### src/rtl/alu32_ctrl_pkg.sv
// Shared types and constants for the gate-level ALU controller.
// Opcodes index the gate unit enables; states describe one operation's life.
package alu32_ctrl_pkg;

    localparam int unsigned DATA_W  = 32;
    localparam int unsigned MAX_OPS = 8;

    typedef enum logic [2:0] {
        OP_AND  = 3'd0,
        OP_OR   = 3'd1,
        OP_NOT  = 3'd2,
        OP_XOR  = 3'd3,
        OP_NAND = 3'd4,
        OP_NOR  = 3'd5,
        OP_ADD  = 3'd6,
        OP_SUB  = 3'd7
    } op_t;

    typedef enum logic [1:0] {
        IDLE,
        EXEC,
        DONE
    } state_t;

    function automatic logic op_is_legal(input logic [2:0] op, input int unsigned num_ops);
        return 32'(op) < num_ops;
    endfunction

endpackage

### src/rtl/alu32_gate_ctrl_rr_arb2.sv
// Two-way round-robin arbiter; the pointer names the requester that wins a tie
// and moves to the loser whenever a grant is taken.
module rr_arb2 (
    input  logic       clk,
    input  logic       rst_n,
    input  logic [1:0] req,
    input  logic       advance,
    output logic [1:0] grant
);

    logic ptr;

    always_comb begin
        grant = 2'b00;
        case (req)
            2'b01:   grant = 2'b01;
            2'b10:   grant = 2'b10;
            2'b11:   grant = ptr ? 2'b10 : 2'b01;
            default: grant = 2'b00;
        endcase
    end

    always_ff @(posedge clk) begin
        if (!rst_n) begin
            ptr <= 1'b0;
        end else if (advance) begin
            ptr <= grant[0];
        end
    end

endmodule

### src/rtl/alu32_gate_ctrl.sv
// Arbitrates two requesters onto the shared gate-level ALU, holds a one-hot
// unit enable for the settle time, then returns the captured result.
module alu32_gate_ctrl
    import alu32_ctrl_pkg::*;
#(
    parameter int unsigned SETTLE_CYCLES = 2,
    parameter int unsigned NUM_OPS       = 8
) (
    input  logic                Clk,
    input  logic                Rst_n,
    input  logic                Req0Valid,
    output logic                Req0Ready,
    input  logic [2:0]          Req0Op,
    input  logic [DATA_W-1:0]   Req0A,
    input  logic [DATA_W-1:0]   Req0B,
    input  logic                Req1Valid,
    output logic                Req1Ready,
    input  logic [2:0]          Req1Op,
    input  logic [DATA_W-1:0]   Req1A,
    input  logic [DATA_W-1:0]   Req1B,
    output logic [DATA_W-1:0]   GateA,
    output logic [DATA_W-1:0]   GateB,
    output logic [NUM_OPS-1:0]  GateEn,
    input  logic [DATA_W-1:0]   GateOut,
    output logic                RespValid,
    input  logic                RespReady,
    output logic                RespId,
    output logic [DATA_W-1:0]   RespData,
    output logic                RespErr
);

    localparam logic [3:0] CNT_INIT = 4'(SETTLE_CYCLES - 1);

    state_t               state, state_nxt;
    logic [1:0]           req;
    logic [1:0]           grant;
    logic                 accept;
    logic                 cap;
    logic [2:0]           sel_op;
    logic [NUM_OPS-1:0]   sel_en;
    logic [3:0]           cnt;
    logic                 id_q;
    logic                 legal_q;

    // Requests are only visible to the arbiter in IDLE and out of reset.
    assign req = (Rst_n && state == IDLE) ? {Req1Valid, Req0Valid} : 2'b00;

    rr_arb2 u_arb (
        .clk     (Clk),
        .rst_n   (Rst_n),
        .req     (req),
        .advance (accept),
        .grant   (grant)
    );

    assign accept    = |grant;
    assign Req0Ready = grant[0];
    assign Req1Ready = grant[1];
    assign cap       = (state == EXEC) && (cnt == '0);
    assign sel_op    = grant[1] ? Req1Op : Req0Op;

    // An opcode with no matching unit decodes to an all-zero enable.
    always_comb begin
        sel_en = '0;
        for (int unsigned k = 0; k < NUM_OPS; k++) begin
            sel_en[k] = (32'(sel_op) == k);
        end
    end

    always_ff @(posedge Clk) begin
        if (!Rst_n) begin
            state <= IDLE;
        end else begin
            state <= state_nxt;
        end
    end

    always_comb begin
        state_nxt = state;
        RespValid = 1'b0;
        case (state)
            IDLE: begin
                if (accept) state_nxt = EXEC;
            end
            EXEC: begin
                if (cap) state_nxt = DONE;
            end
            DONE: begin
                RespValid = 1'b1;
                if (RespReady) state_nxt = IDLE;
            end
            default: state_nxt = IDLE;
        endcase
    end

    always_ff @(posedge Clk) begin
        if (!Rst_n) begin
            GateA    <= '0;
            GateB    <= '0;
            GateEn   <= '0;
            cnt      <= '0;
            id_q     <= 1'b0;
            legal_q  <= 1'b0;
            RespId   <= 1'b0;
            RespData <= '0;
            RespErr  <= 1'b0;
        end else if (accept) begin
            GateA   <= grant[1] ? Req1A : Req0A;
            GateB   <= grant[1] ? Req1B : Req0B;
            GateEn  <= sel_en;
            cnt     <= CNT_INIT;
            id_q    <= grant[1];
            legal_q <= op_is_legal(sel_op, NUM_OPS);
        end else if (cap) begin
            GateEn   <= '0;
            RespId   <= id_q;
            RespData <= legal_q ? GateOut : '0;
            RespErr  <= ~legal_q;
        end else if (state == EXEC) begin
            cnt <= cnt - 4'd1;
        end
    end

endmodule

### config.mk
export PLATFORM = sky130hd
export DESIGN_NAME = alu32_gate_ctrl
export DESIGN_NICKNAME = d
export VERILOG_FILES = /design/src/rtl/alu32_ctrl_pkg.sv /design/src/rtl/alu32_gate_ctrl_rr_arb2.sv /design/src/rtl/alu32_gate_ctrl.sv
export SDC_FILE = /design/constraint.sdc
export NUM_CORES = 1
export LEC_CHECK = 0
export ABC_AREA = 1
export BUFFER_PORTS_ARGS = -buffer_cell sky130_fd_sc_hd__clkbuf_2
export CELL_PAD_IN_SITES_DETAIL_PLACEMENT = 0
export CELL_PAD_IN_SITES_GLOBAL_PLACEMENT = 1
export CORE_ASPECT_RATIO = 0.5
export CORE_MARGIN = 4
export CORE_UTILIZATION = 31
export CTS_CLUSTER_SIZE = 8
export DETAILED_ROUTE_END_ITERATION = 12
export GPL_TIMING_DRIVEN = 0
export HOLD_SLACK_MARGIN = 0.1
export PLACE_DENSITY = 0.86
export SETUP_SLACK_MARGIN = 0.3
export SLEW_MARGIN = 20
export SYNTH_ARGS = -nofsm -noshare
export SYNTH_HDL_FRONTEND = slang
export SYNTH_SLANG_ARGS = --single-unit
### constraint.sdc
create_clock -name Clk -period 3.9 [get_ports Clk]
set_clock_uncertainty 0.05 [all_clocks]
set_input_delay 0.39 -clock Clk [delete_from_list [all_inputs] [get_ports Clk]]
set_output_delay 0.39 -clock Clk [all_outputs]
set_load 0.005 [all_outputs]
# --- After elaboration in Yosys (flattened, before gate mapping) ---
# Index checks and enable logic that the tools add are counted.
word_totals:
  output_inout_bits: 109
  in_bits: 171
  register_bits: 115
op_classes:
  n_addsub: 1
  n_mux: 17
  n_eq_ne: 16
  n_bitwise: 4
  n_reduce_logical: 13
op_table:
  columns: ["cell", "n"]
  rows:
  - ["32-bit 2-to-1 mux", 3]
  - ["8-bit 2-to-1 mux", 2]
  - ["3-bit equality test (second input constant)", 4]
  - ["2-bit one-hot mux with 3 select lines", 2]
  - ["2-bit 2-to-1 mux", 5]
  - ["2-bit != test (second input constant)", 4]
  - ["2-bit equality test (second input constant)", 3]
  - ["3-bit by 2-bit equality test with 1-bit output (second input constant)", 2]
  - ["2-bit AND reduction", 3]
  - ["2-bit by 1-bit equality test with 1-bit output (second input constant)", 2]
  - ["4-bit logical NOT", 1]
  - ["1-bit 2-to-1 mux", 4]
  - ["1-bit inverter", 4]
  - ["2-bit nonzero test", 2]
  - ["4-bit by 1-bit subtractor with 4-bit output (second input constant)", 1]
  - ["3-bit by 1-bit equality test with 1-bit output (second input constant)", 1]
  - ["3-bit logical NOT", 1]
  - ["3-bit 2-to-1 mux", 1]
  - ["3-bit AND reduction", 1]
  - ["3-bit OR reduction", 1]
  - ["1-bit logical AND", 2]
  - ["2-bit logical NOT", 1]
  - ["2-bit OR reduction", 1]

# --- Depth between registers and ports, before layout ---
# Gate-level depths: netlist (run 1).
depth:
  depth_word: 8
  depth_mapped: 11
  mapped_depth_nobuf: 9

# --- Hierarchy ---
# A second synthesis (run 1) with hierarchy kept.
unflattened:
  cells_unflattened: 731
  hier_area_um2: 5136.2
by_module_without_submodules:
  columns: ["module", "area_each_um2", "cells_each", "instances", "seq_area_each_um2"]
  rows:
  - ["alu32_gate_ctrl", 5071.1, 719, 1, 2282.2]
  - ["rr_arb2", 65.1, 12, 1, 20.0]

# --- Worst setup path before layout (run 1) ---
# Ideal clock, no wire load.
synth_path:
  path_type: "input port to output port"
  from: "input Rst_n"
  to: "output Req0Ready"
  arrival_ns: 1.222
  stages: 7
  path_slack_ns: 2.238
  required_time_ns: 3.460
  path_cell_list: "buf_4 inv_4 nor2_8 nand3_2 inv_2 buf_4 buf_2"
synth_via:
  elab_chain_cells: 4
  word_cells_on_any_way: 6
  classes_between: "3 x eq/ne; 2 x mux; 1 x reduce/logical"
synth_rtl:
  columns: ["item", "line_no", "source"]
  rows:
  - ["start: declaration", "alu32_gate_ctrl.sv:10", "input logic Rst_n,"]
  - ["1-bit logical AND *", "alu32_gate_ctrl.sv:46", "assign req = (Rst_n && state == IDLE) ? {Req1Valid, Req0Valid} : 2'b00;"]
  - ["2-bit 2-to-1 mux *", "alu32_gate_ctrl.sv:46", null]
  - ["2-bit equality test / 2-bit by 1-bit equality test with 1-bit output (equally long branches)", "alu32_gate_ctrl_rr_arb2.sv:15", "case (req)"]
  - ["2-bit one-hot mux with 3 select lines *", "alu32_gate_ctrl_rr_arb2.sv:15", null]
  - ["end: declaration", "alu32_gate_ctrl.sv:12", "output logic Req0Ready,"]
# Every way passes the cells marked *; elsewhere a longest branch is shown, timed or not.

# --- Final worst setup path (run 1) ---
layout_path:
  from: "register state[1]"
  to: "output Req0Ready"
layout_via:
  elab_chain_cells: 5
  word_cells_on_any_way: 7
  classes_between: "3 x eq/ne; 2 x mux; 2 x reduce/logical"
layout_rtl:
  columns: ["item", "line_no", "source"]
  rows:
  - ["start: declaration", "alu32_gate_ctrl.sv:34", "state_t state, state_nxt;"]
  - ["start signal: assignment", "alu32_gate_ctrl.sv:74", "state <= state_nxt;"]
  - ["2-bit logical NOT *", "alu32_gate_ctrl.sv:46", null]
  - ["1-bit logical AND *", "alu32_gate_ctrl.sv:46", null]
  - ["2-bit 2-to-1 mux *", "alu32_gate_ctrl.sv:46", null]
  - ["2-bit equality test / 2-bit by 1-bit equality test with 1-bit output (equally long branches)", "alu32_gate_ctrl_rr_arb2.sv:15", null]
  - ["2-bit one-hot mux with 3 select lines *", "alu32_gate_ctrl_rr_arb2.sv:15", null]
# Marks and branches as above.

==> reports/metrics.csv, run 1 <==
metric;value;unit
run_status;complete, no violations;
fin_tns_setup;0;ns
clockRootBuffer;clkbuf_16;
syn_to_final_growth;48.2;%
synth.area.top_cells;dfxtp_1 (49%), nand2_1 (21%), nand3_1 (6.2%);
worstSetupPathType;reg -> out;
end_kind;primary output;
port_buffers;278;
place_congestion;0.812;
die_area;0.0174;sq mm
wl_met2;7590;um
multi_input_area;0.00206;sq mm
post-synth-top-area-cell;dfxtp_1;
ys_warn_count;0;
antenna_left;0;
num_rows;31;
reg2reg_slack;2.15;ns
dieWidth;183;um
worstPathArrival;1.89;ns
clock_sinks;115;
track_usage;0.173;
rsz0062_at_grt;no;
leakagePower;3.69;nW
max_freq;429;MHz
io_pins;280;
yosysTopAreaCellShare;0.486;
ys_types;31;
ys_seq_area_frac;0.486;
antenna_cells;0;
grt_pass1_vias;4919;
drt-pass1-iter-count;4;
highest_layer;met4;
antenna_found_initial;0;
syn-num-nets;816;
dp.final_hpwl;12000;um
hold_viol_final;0;
ys_seq_elements;115;
wl_met1;6550;um
cts_made_buffers;17;
syn_area_per_cell;7.36;sq um
netlist_area;0.00473;sq mm
grt_pass1_wl;24200;um
finalWirelength;15600;um
num-nets-final;1113;
start_util;0.322;
fin_crit;2.33;ns
cts_buffer_depth;2;
cts_resized;0;
ctsHoldBuffers;0;
slew_violations;0;
die_h;95.4;um
power_density;570;mW/mm^2
dr.first_iter.drc_count;130;
post_cts_buffers;0;
wl_per_cell;13.5;um
vias_per_cell;4.44;
core_area;0.0147;sq mm
overflow;0;
cts_tree;built;
dpl_cell_area;0.00637;sq mm
cap_violations;0;
path_clk_slew;0.06;ns
wl_met3;1310;um
drc;0;
setup-violations-final;0;
netlist_instances;643;
seq_area;0.00230;sq mm
peakVddDrop;0.289;mV
cts_max_level;4;
nFillCells;1535;
maxSlewHeadroom;0.651;
final_area;0.00702;sq mm
vias;5116;
grt_max_degree;17;
path_max_fanout;10;
drive_gt1_frac;0.379;
clock_latency;0.40;ns
holdCritPathClass;in -> reg;
min_period_over_period;0.598;
crit_required;3.46;ns
start_kind;flip-flop;
worstMarginPinSlew;0.523;ns
## sequential cells by signal, indices dropped and copies added, names as in the netlist
| register | flops |
|---|---|
| GateA | 32 |
| GateB | 32 |
| RespData | 32 |
| GateEn | 8 |
| cnt | 4 |
| state | 2 |
| RespErr | 1 |
| RespId | 1 |
| id_q | 1 |
| legal_q | 1 |
| u_arb.ptr | 1 |
## cell type report
| class | instances | share of cell area |
|---|---|---|
| plain buffers | 35 | 0.0289 |
| clock buffers | 17 | 0.0606 |
| clock inverters | 15 | 0.0310 |
| inverters | 45 | 0.0244 |
| multi-input cells | 448 | 0.293 |
| flip-flops and latches | 115 | 0.328 |
| well taps | 198 | 0.0353 |
| repair buffers | 278 | 0.198 |
## final timing paths
kind | cells past startpoint | startpoint | end
worst max-delay path | 8 | state[1] | Req0Ready
worst min-delay path | 3 | Req0B[12] | GateB[12]
worst max register to register | 9 | state[1] | GateA[11]
worst min register to register | 2 | GateA[14] | GateA[14]
## per-layer routing
metal / vias to the layer above / GRT usage
li1: 2628 / -
met1: 2319 / 0.204
met2: 157 / 0.302
met3: 12 / 0.0591
met4: 0 / 0.0496
met5: - / 0
## Yosys cell counts
library cell  number
nand3_1           59
nand2_4            1
o21a_1             1
buf_2             15
nor4_1             1
inv_4              1
nand3b_1           2
o31ai_1            6
a21boi_4           1
ha_1               2
o21ai_0            8
buf_1              2
nor2_4             3
buf_4              5
buf_6              3
buf_8              1
dfxtp_1          115
nor3_1             2
clkbuf_1           9
o21ai_4            1
a21oi_1           27
inv_2              6
o31ai_2            5
nor2_8             1
nor2_1            41
xor2_1             1
nand3_2            1
inv_1             38
nor2_2             7
a22oi_1           15
nand2_1          263
## where the power goes
part	switching, W	internal (W)
clock network	0.000616	0.00109
registers	0.0000838	0.00135
logic	0.000502	0.000354
## placed cells by master, fill, tap and decap left out, drive strengths merged
cell type	count
a22oi	15
a21boi	1
nand3b	2
clkinv	3
nor4	1
nand3	60
bufinv	4
o21ai	9
o31ai	11
nor2	52
nand2	264
inv	53
ha	2
a21oi	27
nor3	2
clkbuf	304
dfxtp	115
o21a	1
buf	26
xor2	1
## worst max-delay path, cell delays in order (launching register included)
cell	delay, ns
dfxtp_1	0.32
inv_1	0.07
nand2_1	0.12
nor2_8	0.20
nand3_2	0.12
inv_2	0.08
buf_4	0.18
buf_2	0.24
clkbuf_2	0.15
## metrics by stage
stage | hold WS, ns | cells | setup WS (ns) | total power (W) | util
floorplan | 0.379 | 643 | 2.24 | 0.00194 | -
global placement | 0.386 | 1119 | 1.85 | 0.00231 | 0.434
detailed placement | 0.397 | 1119 | 1.85 | 0.00233 | 0.434
CTS | 0.119 | 1151 | 1.51 | 0.00406 | 0.477
global route | 0.135 | 1151 | 1.40 | 0.00424 | 0.477
finish | 0.142 | 1151 | 1.57 | 0.00400 | 0.477
## cell families after synthesis
family | after synthesis | synth area share
compound gates | 64 | 0.0925
buf+inv | 80 | 0.0790
simple gates | 381 | 0.335
fa+ha+maj | 2 | 0.00528
xor+xnor | 1 | 0.00185
flops | 115 | 0.486
(Power assumes the default switching activity.)
==> inputs of run 2 (changes only) <==
--- a/config.mk
+++ b/config.mk
@@ -5,18 +5,18 @@
 export SDC_FILE = /design/constraint.sdc
 export NUM_CORES = 1
 export LEC_CHECK = 0
-export ABC_AREA = 1
+export ABC_AREA = 0
 export BUFFER_PORTS_ARGS = -buffer_cell sky130_fd_sc_hd__clkbuf_2
 export CELL_PAD_IN_SITES_DETAIL_PLACEMENT = 0
 export CELL_PAD_IN_SITES_GLOBAL_PLACEMENT = 1
 export CORE_ASPECT_RATIO = 0.5
 export CORE_MARGIN = 4
-export CORE_UTILIZATION = 31
+export CORE_UTILIZATION = 27
 export CTS_CLUSTER_SIZE = 8
 export DETAILED_ROUTE_END_ITERATION = 12
 export GPL_TIMING_DRIVEN = 0
 export HOLD_SLACK_MARGIN = 0.1
-export PLACE_DENSITY = 0.86
+export PLACE_DENSITY = 0.78
 export SETUP_SLACK_MARGIN = 0.3
 export SLEW_MARGIN = 20
 export SYNTH_ARGS = -nofsm -noshare
==> constraint.sdc (replaced) <==
create_clock -name Clk -period 1.91 [get_ports Clk]
set_clock_uncertainty 0.05 [all_clocks]
set_input_delay 0.191 -clock Clk [delete_from_list [all_inputs] [get_ports Clk]]
set_output_delay 0.191 -clock Clk [all_outputs]
set_load 0.005 [all_outputs]
==> run 2 against run 1 <==
Compared with the run above: first-iteration DRC count rose by 72%; utilization rose by 8.7 points; wire length rose by 26%; total power rose by 100%; design area rose by 32%; clock-buffer cell count rose by 4; sequential share of layout area fell by 7.9 points; setup slack got worse by 1.4 ns; synthesized area fell by 3.5%; largest power group unchanged; highest routed layer unchanged.
==> reports/metrics.csv, run 2 <==
metric;value;unit
overflow;0;
slowest_stage;or3b_4;
worstPathArrival;2.03;ns
syn-num-nets;666;
die_area;0.0192;sq mm
end_kind;flip-flop;
ys_types;43;
nFillCells;1406;
port_buffers;279;
slowest_delay;0.39;ns
final_common_cell;clkbuf_2;
synthArstFlopShare;0;
drt-pass1-iter-count;5;
worstMarginPinSlew;0.694;ns
antenna_left;0;
hold_viol_final;0;
num_rows;33;
post-synth-top-area-cell;dfxtp_1;
clock_sinks;115;
track_usage;0.201;
drc;0;
dr.first_iter.drc_count;224;
place_congestion;0.800;
syn_to_final_growth;103;%
synth_ff_type;dfxtp_1;
power_density;872;mW/mm^2
holdCritPathClass;in -> reg;
slew_violations;0;
min_period_over_period;0.922;
start_util;0.277;
netlist_instances;493;
vias_per_cell;4.71;
max_freq;568;MHz
path_max_fanout;5;
clockRootBuffer;clkbuf_16;
yosysTopAreaCellShare;0.504;
fin_tns_setup;0;ns
cp_num_buf_inv;3;
cpMostUsedCell;buf_6;
num-nets-final;1165;
antenna_found_initial;0;
cts_made_buffers;17;
synth-edff-count;0;
worstSetupPathType;reg -> reg;
ys_warn_count;0;
layoutNonFillerInstCount;1230;
run_status;complete, no violations;
cp_top_family;simple AND/OR/NAND/NOR gates;
drive_gt1_frac;0.459;
grt_pass1_wl;31000;um
maxSlewHeadroom;0.537;
netlist_area;0.00457;sq mm
wl_per_cell;16.0;um
peakVddDrop;0.664;mV
dp.final_hpwl;12300;um
setup-violations-final;0;
clock_latency;0.40;ns
finalWirelength;19700;um
leakagePower;4.15;nW
yosys-top-cells-count;dfxtp_1 (115), nand2_1 (67), a21oi_1 (60), nand3_1 (43), a221o_1 (30);
rsz0062_at_grt;yes;
largest_registers;GateA x32, GateB x32, RespData x32;
antenna_cells;0;
cap_violations;0;
grt_pass1_vias;6294;
cts_max_level;4;
final_cell_mix;clkbuf_2 (284), dlygate4sd3_1 (159), dfxtp_1 (110);
vias;5789;
post-place-cells;999;
crit_required;2.18;ns
die_h;100;um
cts_buffer_depth;2;
dieWidth;192;um
grt_max_degree;17;
core_area;0.0165;sq mm
synth_most_common_cell;dfxtp_1;
start_kind;flip-flop;
cts_tree;built;
ys_seq_elements;115;
syn_area_per_cell;9.27;sq um
ys_seq_area_frac;0.504;
path_clk_slew;0.05;ns
fin_crit;1.76;ns
synth.area.top_cells;dfxtp_1 (50%), a21oi_1 (6.6%), a221o_1 (6.6%);
cp_cell_sequence;inv_2, ha_4, or3b_4, nor2_4, buf_6, buf_6, nand3_2, a21oi_2;
io_pins;280;
-- run 2: worst reg2reg max path: stages, from the launching register on --
cell	delay [ns]
dfxtp_2	0.32
inv_2	0.07
ha_4	0.12
or3b_4	0.39
nor2_4	0.19
buf_6	0.17
buf_6	0.14
nand3_2	0.08
a21oi_2	0.16
-- run 2: metal layers --
layer	share of wire	track usage	wire, um
met1	0.40	0.224	7860
met2	0.51	0.367	9950
met3	0.055	0.0445	1090
met4	0.040	0.100	786
met5	0	0	0
-- run 2: through the flow --
step | cell area [sq um] | setup WS, ns | power, W | hold WS, ns | utilization
after global placement | 6250 | 0.0320 | 0.00416 | 0.366 | 0.380
after global routing | 9300 | 0.0688 | 0.00847 | 0.135 | 0.564
after CTS | 8950 | 0.152 | 0.00799 | 0.100 | 0.543
after floorplan | 4570 | 0.310 | 0.00353 | 0.279 | -
after detailed placement | 6250 | 0.0161 | 0.00417 | 0.369 | 0.380
final | 9300 | 0.148 | 0.00810 | 0.115 | 0.564
-- run 2: cell families (layout without fill, tap and decap cells) --
| kind of cell | after synthesis | after routing | share of synthesized area |
|---|---|---|---|
| adder cells (fa/ha/maj) | 2 | 2 | 0.00548 |
| multiplexers | 10 | 10 | 0.0219 |
| XOR/XNOR | 3 | 3 | 0.00575 |
| flip-flops | 115 | 115 | 0.504 |
| AO/OA/AOI/OAI | 150 | 150 | 0.227 |
| AND/OR/NAND/NOR | 172 | 172 | 0.188 |
| buffers and inverters | 41 | 551 | 0.0482 |
-- run 2: report_power, final --
part | leakage, nW | total (W) | switching [W] | internal [W]
Clock | 0.283 | 0.00325 | 0.00111 | 0.00214
Combinational | 2.92 | 0.00207 | 0.000966 | 0.00110
Sequential | 0.944 | 0.00279 | 0.000141 | 0.00265
Total | 4.15 | 0.00810 | 0.00222 | 0.00588
-- run 2: path summary, 6_finish.rpt --
check | start | endpoint | slack (ns) | cells after the start
max | cnt[1] | RespData[15] | 0.15 | 8
min | Req0B[8] | GateB[8] | 0.12 | 3
max reg2reg | cnt[1] | RespData[15] | 0.15 | 8
min reg2reg | GateA[9] | GateA[9] | 0.40 | 2
-- run 2: layout make-up --
cell class / count / area, sq um / area share
Multi-Input combinational cell: 337 / 2400 / 0.258
Buffer: 37 / 284 / 0.0306
Clock buffer: 21 / 470 / 0.0506
Clock inverter: 9 / 130 / 0.0140
Inverter: 4 / 15.0 / 0.00162
Timing Repair Buffer: 480 / 3400 / 0.366
Tap cell: 227 / 284 / 0.0306
Sequential cell: 115 / 2310 / 0.249
-- run 2: repair_timing --
action,4_1_cts,5_1_grt
buffers inserted,25,12
pin swaps,63,28
gates resized for setup,77,59
hold buffers,159,0
endpoints found under the hold margin,96,0
endpoints found under the setup margin,104,100
gates cloned,3,2
==> inputs of run 3 (changes only) <==
--- a/config.mk
+++ b/config.mk
@@ -11,12 +11,12 @@
 export CELL_PAD_IN_SITES_GLOBAL_PLACEMENT = 1
 export CORE_ASPECT_RATIO = 0.5
 export CORE_MARGIN = 4
-export CORE_UTILIZATION = 27
+export CORE_UTILIZATION = 32
 export CTS_CLUSTER_SIZE = 8
 export DETAILED_ROUTE_END_ITERATION = 12
 export GPL_TIMING_DRIVEN = 0
 export HOLD_SLACK_MARGIN = 0.1
-export PLACE_DENSITY = 0.78
+export PLACE_DENSITY = 0.86
 export SETUP_SLACK_MARGIN = 0.3
 export SLEW_MARGIN = 20
 export SYNTH_ARGS = -nofsm -noshare
==> constraint.sdc (replaced) <==
create_clock -name Clk -period 2.1 [get_ports Clk]
set_clock_uncertainty 0.05 [all_clocks]
set_input_delay 0.21 -clock Clk [delete_from_list [all_inputs] [get_ports Clk]]
set_output_delay 0.21 -clock Clk [all_outputs]
set_load 0.005 [all_outputs]
==> run 3 against run 2 <==
Compared with the run above: combinational power decreased by 24%; critical path depth decreased by 3; non-clock buffer count decreased by 29; largest power group unchanged; global-route usage increased by 2.0 points; die area decreased by 15%; flip-flop and latch count unchanged; clock-buffer cell count increased by 6; register-to-register slack improved by 0.22 ns; largest cell class unchanged; setup slack improved by 0.20 ns; critical endpoint is now Req0Ready; sequential share of layout area increased by 2.0 points; clock power decreased by 12%; hold slack improved by 0.020 ns.
==> reports/metrics.csv, run 3 (synthesis results as in run 2) <==
metric;value;unit
io_pins;280;
peakVddDrop;0.529;mV
rsz0062_at_grt;yes;
cts_tree;built;
drt-pass1-iter-count;7;
min_to;GateB[8];
antenna_found_initial;0;
path_clk_slew;0.05;ns
finalWirelength;18500;um
setup-violations-final;0;
vias;5602;
die_area;0.0164;sq mm
dieWidth;177;um
syn_to_final_growth;87.7;%
num-nets-final;1136;
maxSlewHeadroom;0.622;
hold_viol_final;0;
run_status;complete, no violations;
clockRootBuffer;clkbuf_16;
reg2reg_slack;0.37;ns
track_usage;0.221;
start_util;0.332;
timing.hold.ws;0.135;ns
path_max_fanout;10;
num_rows;30;
vias_per_cell;4.80;
place_congestion;0.791;
overflow;0;
hold_depth;3;
cts_buffer_depth;2;
fin_crit;1.75;ns
final_common_cell;clkbuf_2;
p_sw_frac;0.264;
wl_per_cell;15.8;um
cts_made_buffers;17;
port_buffers;279;
ff2ff_path_depth;7;
power_density;813;mW/mm^2
clock_latency;0.40;ns
post-place-cells;964;
worstSetupPathType;reg -> out;
worstMarginPinSlew;0.567;ns
regToRegStartpoint;cnt[0];
max_freq;571;MHz
crit_required;1.84;ns
fin_tns_setup;0;ns
grt_pass1_vias;5859;
antenna_left;0;
leakagePower;3.94;nW
clock_sinks;115;
antenna_cells;0;
dpl_cell_area;0.00620;sq mm
p_clk_frac;0.410;
worstPathArrival;1.49;ns
holdCritPathClass;in -> reg;
drc;0;
seq_power_share;0.364;
cap_violations;0;
final_cell_mix;clkbuf_2 (281), dlygate4sd3_1 (160), dfxtp_1 (111);
drive_gt1_frac;0.374;
r2r_end;GateEn[7];
final_area;0.00857;sq mm
largest_registers;GateA x32, GateB x32, RespData x32;
dp.final_hpwl;11600;um
cts_max_level;4;
grt_max_degree;17;
pwr-share-comb;0.226;
die_h;92.5;um
layoutNonFillerInstCount;1167;
multi_input_area;0.00209;sq mm
grt_pass1_wl;29100;um
dr.first_iter.drc_count;267;
switching_power;0.00184;W
hp-start;Req0B[8];
slew_violations;0;
end_kind;primary output;
p_int;0.00513;W
core_area;0.0138;sq mm
total_power;0.00697;W
seq_area;0.00231;sq mm
min_period_over_period;0.834;
nFillCells;1108;
start_kind;flip-flop;
## run 3: how the worst max path moves through the flow
stage / startpoint / end / slack, ns
finish: state[0] / Req0Ready / 0.35
global route: state[0] / Req0Ready / 0.29
CTS: state[1] / Req0Ready / 0.28
detailed placement: cnt[0] / GateEn[5] / 0.23
global placement: cnt[0] / GateEn[7] / 0.26
floorplan: cnt[0] / GateEn[4] / 0.48
## run 3: stage by stage
step                      worst slack [ns]   util
after detailed placement             0.227  0.450
after CTS                            0.277  0.619
final                                0.349  0.622
after global routing                 0.288  0.622
after floorplan                      0.484      -
after global placement               0.264  0.450
## run 3: area by class of cell
type / instances / area share
Inverter: 4 / 0.00175
Clock inverter: 4 / 0.00817
Tap cell: 192 / 0.0280
Buffer: 37 / 0.0273
Multi-Input combinational cell: 337 / 0.244
Clock buffer: 27 / 0.0598
Sequential cell: 115 / 0.269
Timing Repair Buffer: 451 / 0.362
## run 3: worst max-delay path: stages, from the launching register on
cell and delay [ns]:
dfxtp_2 0.37, nor2_2 0.15, nand2_2 0.14, nor2_4 0.16, buf_6 0.15, clkbuf_2 0.12
## run 3: layer usage
| layer | routed length (um) | vias to the layer above | track usage |
|---|---|---|---|
| met5 | 0 | - | 0 |
| met4 | 772 | 0 | 0.120 |
| met3 | 1040 | 58 | 0.0530 |
| met2 | 9420 | 217 | 0.395 |
| met1 | 7250 | 2596 | 0.245 |
| li1 | - | 2731 | - |
## run 3: power groups by stage
stage / registers (W) / logic (W) / clock network (W)
6_report: 0.00254 / 0.00157 / 0.00286
5_1_grt: 0.00256 / 0.00172 / 0.00302
4_1_cts: 0.00252 / 0.00152 / 0.00291
3_5_place_dp: 0.00256 / 0.00121 / 0
3_3_place_gp: 0.00256 / 0.00119 / 0
2_1_floorplan: 0.00257 / 0.000637 / 0
## run 3: what timing repair did
action | in CTS | in global routing
hold endpoints to repair | 97 | 0
endpoints found under the setup margin | 38 | 65
gates cloned | 1 | 0
setup buffers | 8 | 3
gates resized for setup | 18 | 11
hold buffers | 160 | 0
pin swaps | 3 | 8
